==> src/rtl/hazard_stall_ctrl_pkg.sv <==
// Shared constants for the hazard/stall controller and its MDU busy counter.
package hazard_stall_ctrl_pkg;
  localparam int TNEW_W = 2;
  localparam logic [TNEW_W-1:0] TUSE_NONE = 2'd3;
  localparam logic [4:0] REG_ZERO = 5'd0;
  localparam int MULT_CYCLES_DEF = 5;
  localparam int DIV_CYCLES_DEF = 10;
endpackage

==> src/rtl/hazard_stall_ctrl_md_busy_counter.sv <==
// MDU busy tracker: loads the operation latency on start and counts down to idle.
module md_busy_counter
  import hazard_stall_ctrl_pkg::*;
#(
  parameter int MULT_CYCLES = MULT_CYCLES_DEF,
  parameter int DIV_CYCLES  = DIV_CYCLES_DEF,
  parameter int CNT_W       = 4
) (
  input  logic clk,
  input  logic reset,
  input  logic start,
  input  logic div,
  output logic busy
);
  localparam logic [CNT_W-1:0] MULT_LOAD = CNT_W'(MULT_CYCLES);
  localparam logic [CNT_W-1:0] DIV_LOAD  = CNT_W'(DIV_CYCLES);

  logic [CNT_W-1:0] cnt;

  // A start while still counting simply reloads; the stall logic keeps that from happening.
  always_ff @(posedge clk) begin
    if (reset) begin
      cnt <= '0;
    end else if (start) begin
      cnt <= div ? DIV_LOAD : MULT_LOAD;
    end else if (cnt != '0) begin
      cnt <= cnt - CNT_W'(1);
    end
  end

  assign busy = start || (cnt != '0);
endmodule

==> src/rtl/hazard_stall_ctrl.sv <==
// ID/EX stall controller: E/M register hazards plus MDU busy interlock.
// Optional stall statistics counter enabled by defining HAZARD_STATS_EN.
module hazard_stall_ctrl
  import hazard_stall_ctrl_pkg::*;
#(
  parameter int MULT_CYCLES = MULT_CYCLES_DEF,
  parameter int DIV_CYCLES  = DIV_CYCLES_DEF,
  parameter int CNT_W       = 4
) (
  input  logic              clk,
  input  logic              reset,
  input  logic [4:0]        d_rs,
  input  logic [4:0]        d_rt,
  input  logic [TNEW_W-1:0] d_tuse_rs,
  input  logic [TNEW_W-1:0] d_tuse_rt,
  input  logic              d_is_md,
  input  logic [4:0]        e_a3,
  input  logic              e_we,
  input  logic [TNEW_W-1:0] e_tnew,
  input  logic              e_md_start,
  input  logic              e_md_div,
  input  logic              flush,
  output logic              stall,
  output logic [4:0]        m_a3,
  output logic              m_we,
  output logic [TNEW_W-1:0] m_tnew,
  output logic              md_busy,
  output logic [31:0]       stall_cnt
);
  logic [4:0]        a3_p1;
  logic              we_p1;
  logic [TNEW_W-1:0] tnew_p1;

  function automatic logic [TNEW_W-1:0] tnew_decay(input logic [TNEW_W-1:0] t);
    return (t == '0) ? '0 : t - TNEW_W'(1);
  endfunction

  // A producer blocks a consumer when its result arrives later than the consumer needs it.
  function automatic logic raw_hazard(input logic we, input logic [4:0] a3,
                                      input logic [TNEW_W-1:0] tnew,
                                      input logic [4:0] src,
                                      input logic [TNEW_W-1:0] tuse);
    return we && (a3 != REG_ZERO) && (a3 == src) && (tuse != TUSE_NONE) && (tnew > tuse);
  endfunction

  // ---- E -> M shadow stage (E always advances) ----
  always_ff @(posedge clk) begin
    if (reset || flush) begin
      a3_p1   <= REG_ZERO;
      we_p1   <= 1'b0;
      tnew_p1 <= '0;
    end else begin
      a3_p1   <= e_a3;
      we_p1   <= e_we;
      tnew_p1 <= tnew_decay(e_tnew);
    end
  end

  assign m_a3   = a3_p1;
  assign m_we   = we_p1;
  assign m_tnew = tnew_p1;

  md_busy_counter #(
    .MULT_CYCLES(MULT_CYCLES),
    .DIV_CYCLES (DIV_CYCLES),
    .CNT_W      (CNT_W)
  ) u_md_busy (
    .clk  (clk),
    .reset(reset),
    .start(e_md_start),
    .div  (e_md_div),
    .busy (md_busy)
  );

  always_comb begin
    stall = 1'b0;
    stall = stall | raw_hazard(e_we,  e_a3,  e_tnew,  d_rs, d_tuse_rs);
    stall = stall | raw_hazard(e_we,  e_a3,  e_tnew,  d_rt, d_tuse_rt);
    stall = stall | raw_hazard(we_p1, a3_p1, tnew_p1, d_rs, d_tuse_rs);
    stall = stall | raw_hazard(we_p1, a3_p1, tnew_p1, d_rt, d_tuse_rt);
    stall = stall | (d_is_md && md_busy);
  end

`ifdef HAZARD_STATS_EN
  logic [31:0] stall_cnt_q;

  function automatic logic [31:0] sat_inc(input logic [31:0] v);
    return (v == 32'hFFFF_FFFF) ? v : v + 32'd1;
  endfunction

  always_ff @(posedge clk) begin
    if (reset) begin
      stall_cnt_q <= '0;
    end else if (stall) begin
      stall_cnt_q <= sat_inc(stall_cnt_q);
    end
  end

  assign stall_cnt = stall_cnt_q;
`else
  assign stall_cnt = 32'd0;
`endif
endmodule

==> config.mk <==
export PLATFORM = sky130hd
export DESIGN_NAME = hazard_stall_ctrl
export DESIGN_NICKNAME = d
export VERILOG_FILES = /design/src/rtl/hazard_stall_ctrl_pkg.sv /design/src/rtl/hazard_stall_ctrl_md_busy_counter.sv /design/src/rtl/hazard_stall_ctrl.sv
export SDC_FILE = /design/constraint.sdc
export NUM_CORES = 1
export LEC_CHECK = 0
export ABC_AREA = 1
export BUFFER_PORTS_ARGS = -buffer_cell sky130_fd_sc_hd__buf_2
export CORE_UTILIZATION = 49
export CTS_CLUSTER_DIAMETER = 120
export DETAILED_ROUTE_END_ITERATION = 12
export GPL_ROUTABILITY_DRIVEN = 0
export PLACE_DENSITY = 0.89
export SYNTH_ARGS = -nofsm -noshare
export SYNTH_HDL_FRONTEND = slang
export SYNTH_SLANG_ARGS = --single-unit
==> constraint.sdc <==
create_clock -name clk -period 3.6 [get_ports clk]
set_clock_uncertainty 0.05 [all_clocks]
set_input_delay 0.54 -clock clk [delete_from_list [all_inputs] [get_ports clk]]
set_output_delay 0.54 -clock clk [all_outputs]
set_load 0.02 [all_outputs]
# Yosys cells after proc, flatten, opt, wreduce, memory -nomap -nowiden
# Index checks and enable logic that the tools add are counted.
# word_totals
input_bits	28
regBits	12
# op_classes
addsub	2
magnitude_cmp	4
n_mux	3
n_eq_ne	6
n_bitwise	4
n_reduce_logical	23
# ops
op	n
equality test 5 bit	4
logical AND 1 bit	15
2-to-1 mux 4 bit	3
nonzero test 5 bit	2
greater-than comparator 2 bit	4
!= test 2 bit (second input constant)	2
bitwise OR 1 bit	4
nonzero test 4 bit	1
subtractor 4 x 1 -> 4 bit (second input constant)	1
logical NOT 2 bit	1
logical OR 1 bit	2
nonzero test 2 bit	1
OR reduction 2 bit	1
subtractor 2 x 1 -> 2 bit (second input constant)	1

# Logic depth before layout (Yosys ltp)
# depth
ltp_word	9
depth_mapped	11
depth_no_buf	11

# Cells and area by module
# Synthesis repeated with hierarchy kept, for this count alone.
# hier_totals
hier_cells	215
area_unflattened_um2	1348.8
# by_module_without_submodules
mod	instances	cells_each	seq_area_each_um2	area_each_um2
hazard_stall_ctrl	1	175	160.2	1074.8
md_busy_counter	1	40	80.1	274.0

# Least setup slack after synthesis
# Ideal clock, no wire load.
# synth_timing
path_kind	in2out
start	input d_tuse_rt[1]
end	output stall
path_slack_ps	1527
cell_stages	11
t_arrival_ps	1483
cell_sequence	inv_1 ha_1 nand2_1 inv_1 nor2_1 nand2_1 nor2_1 nand2_1 nand2_1 nand2_1 nand3_1
# synth_between
elab_chain_len	7
# synth_rtl
item	line	rtl
start: declaration	hazard_stall_ctrl.sv:15	input logic [TNEW_W-1:0] d_tuse_rt,
!= test 2 bit	hazard_stall_ctrl.sv:43	return we && (a3 != REG_ZERO) && (a3 == src) && (tuse != TUSE_NONE) && (tnew > tuse);
logical AND 1 bit (2 in series)	hazard_stall_ctrl.sv:43	
bitwise OR 1 bit	hazard_stall_ctrl.sv:78	stall = stall | raw_hazard(e_we, e_a3, e_tnew, d_rt, d_tuse_rt);
bitwise OR 1 bit	hazard_stall_ctrl.sv:79	stall = stall | raw_hazard(we_p1, a3_p1, tnew_p1, d_rs, d_tuse_rs);
bitwise OR 1 bit *	hazard_stall_ctrl.sv:80	stall = stall | raw_hazard(we_p1, a3_p1, tnew_p1, d_rt, d_tuse_rt);
bitwise OR 1 bit *	hazard_stall_ctrl.sv:81	stall = stall | (d_is_md && md_busy);
end: declaration	hazard_stall_ctrl.sv:23	output logic stall,
# Mark *: on every way between the ends. The rest lies on a longest branch, timed or not.

# Final worst setup path
# Same ends and word-level chain as after synthesis.

==> results by group <==
Clocking
  • CTS max path bufs: 2
  • CTS resizes: 0
  • Worst-path clk slew: approximately 0.060 ns
  • CTS root buf: clkbuf_4
  • Post-CTS Hold Buffers: 0
  • Total CTS buffers: 3
  • Max H-tree Level: 1
  • Postcts setup bufs: 0
  • Worst-Skew Late Latency: 0.26 ns
  • CTS tree: yes
  • Sink Count: 12

Drt
  • Routed Antenna Nets: 0
  • Drt drc: 0
  • Via count: 1,222
  • Drt first pass iters: 4
  • WL final: 2.34 mm
  • Drt initial violations: 9
  • Vias per cell: ~4.3
  • Avg WL per Cell: 8.33 um

STA
  • Endpoints failing setup: 0
  • Fin Setup TNS: 0 ns
  • Final worst-path setup slack: 1.29 ns
  • Count of pins over their slew limit: 0
  • F_max: approximately 0.43 GHz
  • Period utilization: 0.642
  • Post-layout minimum cycle time: 2.31 ns
  • RSZ-0062 raised after global routing: no
  • Hold Vio Cnt, Final: 0

Floorplan
  • Full die area: between 2000 and 3000 um2
  • Die width: 54.2 um
  • Row count: 18
  • Starting Density: 0.530
  • IO Count: 70
  • Die height: 54.2 um
  • Placeable Area: 2520 um2

Synthesis
  • Cell taking the most area after synthesis: dfxtp_1
  • Top cell type's share of synthesized area: 0.180
  • Ranking of synthesized cells by area: dfxtp_1 (18%), buf_4 (18%), nand2_1 (17%)
  • Synth warn: 0
  • Yosys reg bits: 12
  • Ys async rst share: 0
  • Synth Instances: 213
  • Register area share after synthesis: 0.180
  • Synth Flop Type: dfxtp_1
  • Post-Syn Area: between 1000 and 1500 um2
  • Syn_area_per_cell: 6.28 um2
  • Unique masters post-synth: 22
  • EDFF count, synth: 0

Place
  • Port Buf Inserts: 37
  • Detailed placement HPWL: approximately 2.1 mm
  • Placement Setup Slack: ~1.3 ns
  • Placed Cells incl. Taps: 278

Critical path
  • Worst setup SP type: input pin
  • Worst-case reg-to-reg path depth: 5
  • Maximum fanout along the worst path: 2
  • Crit end category: primary output
  • Setup CP Type: in2out
  • CP arrival: about 1.7 ns
  • Critical Path RT: 3.01 ns

Cells and area
  • P&R area growth vs syn: 8.23%
  • Utilization after layout: 0.574
  • Layout cell share with drive strength beyond 1: 0.183
  • Nets: 292
  • Non-filler cells, final: about 280
  • Antenna diode count: 0

Worst hold path
  • Hold Path Class: in2reg
  • Worst hold path cell count: 2

Power
  • PD cells: about 270 nW/um2
  • Leak: around 0.9 nW
  • Peak VDD IR: 228 uV
  • Total chip power: 0.395 mW

Global route
  • Number of global-route vias before repair: 987
  • First-pass GRT wire length: 3.68 mm
  • Total Routing Usage GR: 0.168
  • Largest net degree at the start of global routing: 9
  • Overflow after GRT: 0
  • Initial antenna violation count: 0

Outcome
  • Outcome: finished, final reports clean

Flow run
  • Max cap viols: 0
final cells by class:
class	instances	area, um2
inverter	41	154
multi-input combinational	158	808
timing repair buffer	37	185
fill	259	1070
clock buffer	3	22.5
sequential	12	240
tap	30	37.5
cell usage in the layout, fill, tap and decap left out:
cell,netlist,layout
buf_2,0,37
conb_1,1,32
nand3_1,4,4
ha_1,11,11
clkbuf_4,0,3
o21a_1,1,1
nand2_1,60,60
a211oi_1,1,1
inv_1,38,38
xnor2_1,8,8
dfxtp_1,12,12
o21ai_0,4,4
nand2_2,1,1
nand4_1,1,1
a21oi_1,5,5
or2_2,1,1
nand4_4,1,1
xor2_1,4,4
inv_2,3,3
nor3_1,2,2
nor2_1,20,20
o21bai_1,2,2
worst max-delay path: stages:
cell and delay (ns):
buf_2 0.08, inv_1 0.05, ha_1 0.29, inv_1 0.04, o21bai_1 0.13, nand2_1 0.07
nor2_1 0.10, nand2_1 0.06, nand2_1 0.07, nand2_1 0.05, nand3_1 0.08, buf_2 0.16
synthesized netlist by cell type, types with 3 or more instances:
library cell / count
nand2_1: 60
inv_1: 38
buf_4: 32
nor2_1: 20
dfxtp_1: 12
ha_1: 11
xnor2_1: 8
a21oi_1: 5
nand3_1: 4
o21ai_0: 4
xor2_1: 4
inv_2: 3
kinds of logic (layout without fill, tap and decap cells):
| family | count (synthesis) | count (layout) | share of synthesized area |
|---|---|---|---|
| other cells | 1 | 32 | 0.00280 |
| simple gates | 90 | 90 | 0.277 |
| compound gates | 13 | 13 | 0.0561 |
| fa+ha+maj | 11 | 11 | 0.103 |
| buf+inv | 74 | 81 | 0.303 |
| flops | 12 | 12 | 0.180 |
| xor+xnor | 12 | 12 | 0.0786 |
sequential cells by signal, indices dropped and copies added (netlist names):
name / count
u_md_busy.cnt: 4
m_a3: 5
m_tnew: 2
m_we: 1
final timing paths:
check / slack, ns / start / endpoint
worst max register to register: 2.40 / u_md_busy.cnt[0]$_SDFFE_PP0N_ / u_md_busy.cnt[1]$_SDFFE_PP0N_
worst max-delay path: 1.29 / d_tuse_rt[1] / stall
worst min-delay path: 0.40 / e_tnew[0] / m_tnew[0]$_SDFF_PP0_
worst min register to register: 0.50 / u_md_busy.cnt[0]$_SDFFE_PP0N_ / u_md_busy.cnt[0]$_SDFFE_PP0N_
stage by stage:
stage	instance area (um2)	hold WS, ns
floorplan	1450	0.455
global placement	1430	0.475
detailed placement	1430	0.482
CTS	1450	0.393
global route	1450	0.405
finish	1450	0.400
per-layer routing:
metal	global-route usage	vias up	wire length [um]
met5	0	-	0
met4	0.0385	0	14
met3	0.0222	2	143
met2	0.325	49	1160
met1	0.191	522	1030
li1	-	649	-
power by group:
| part | internal [mW] | switching, mW | total [mW] |
|---|---|---|---|
| Sequential | 0.143 | 0.00792 | 0.151 |
| Combinational | 0.0588 | 0.109 | 0.167 |
| Clock | 0.0386 | 0.0378 | 0.0764 |
Power figures use the tool's default switching activity.
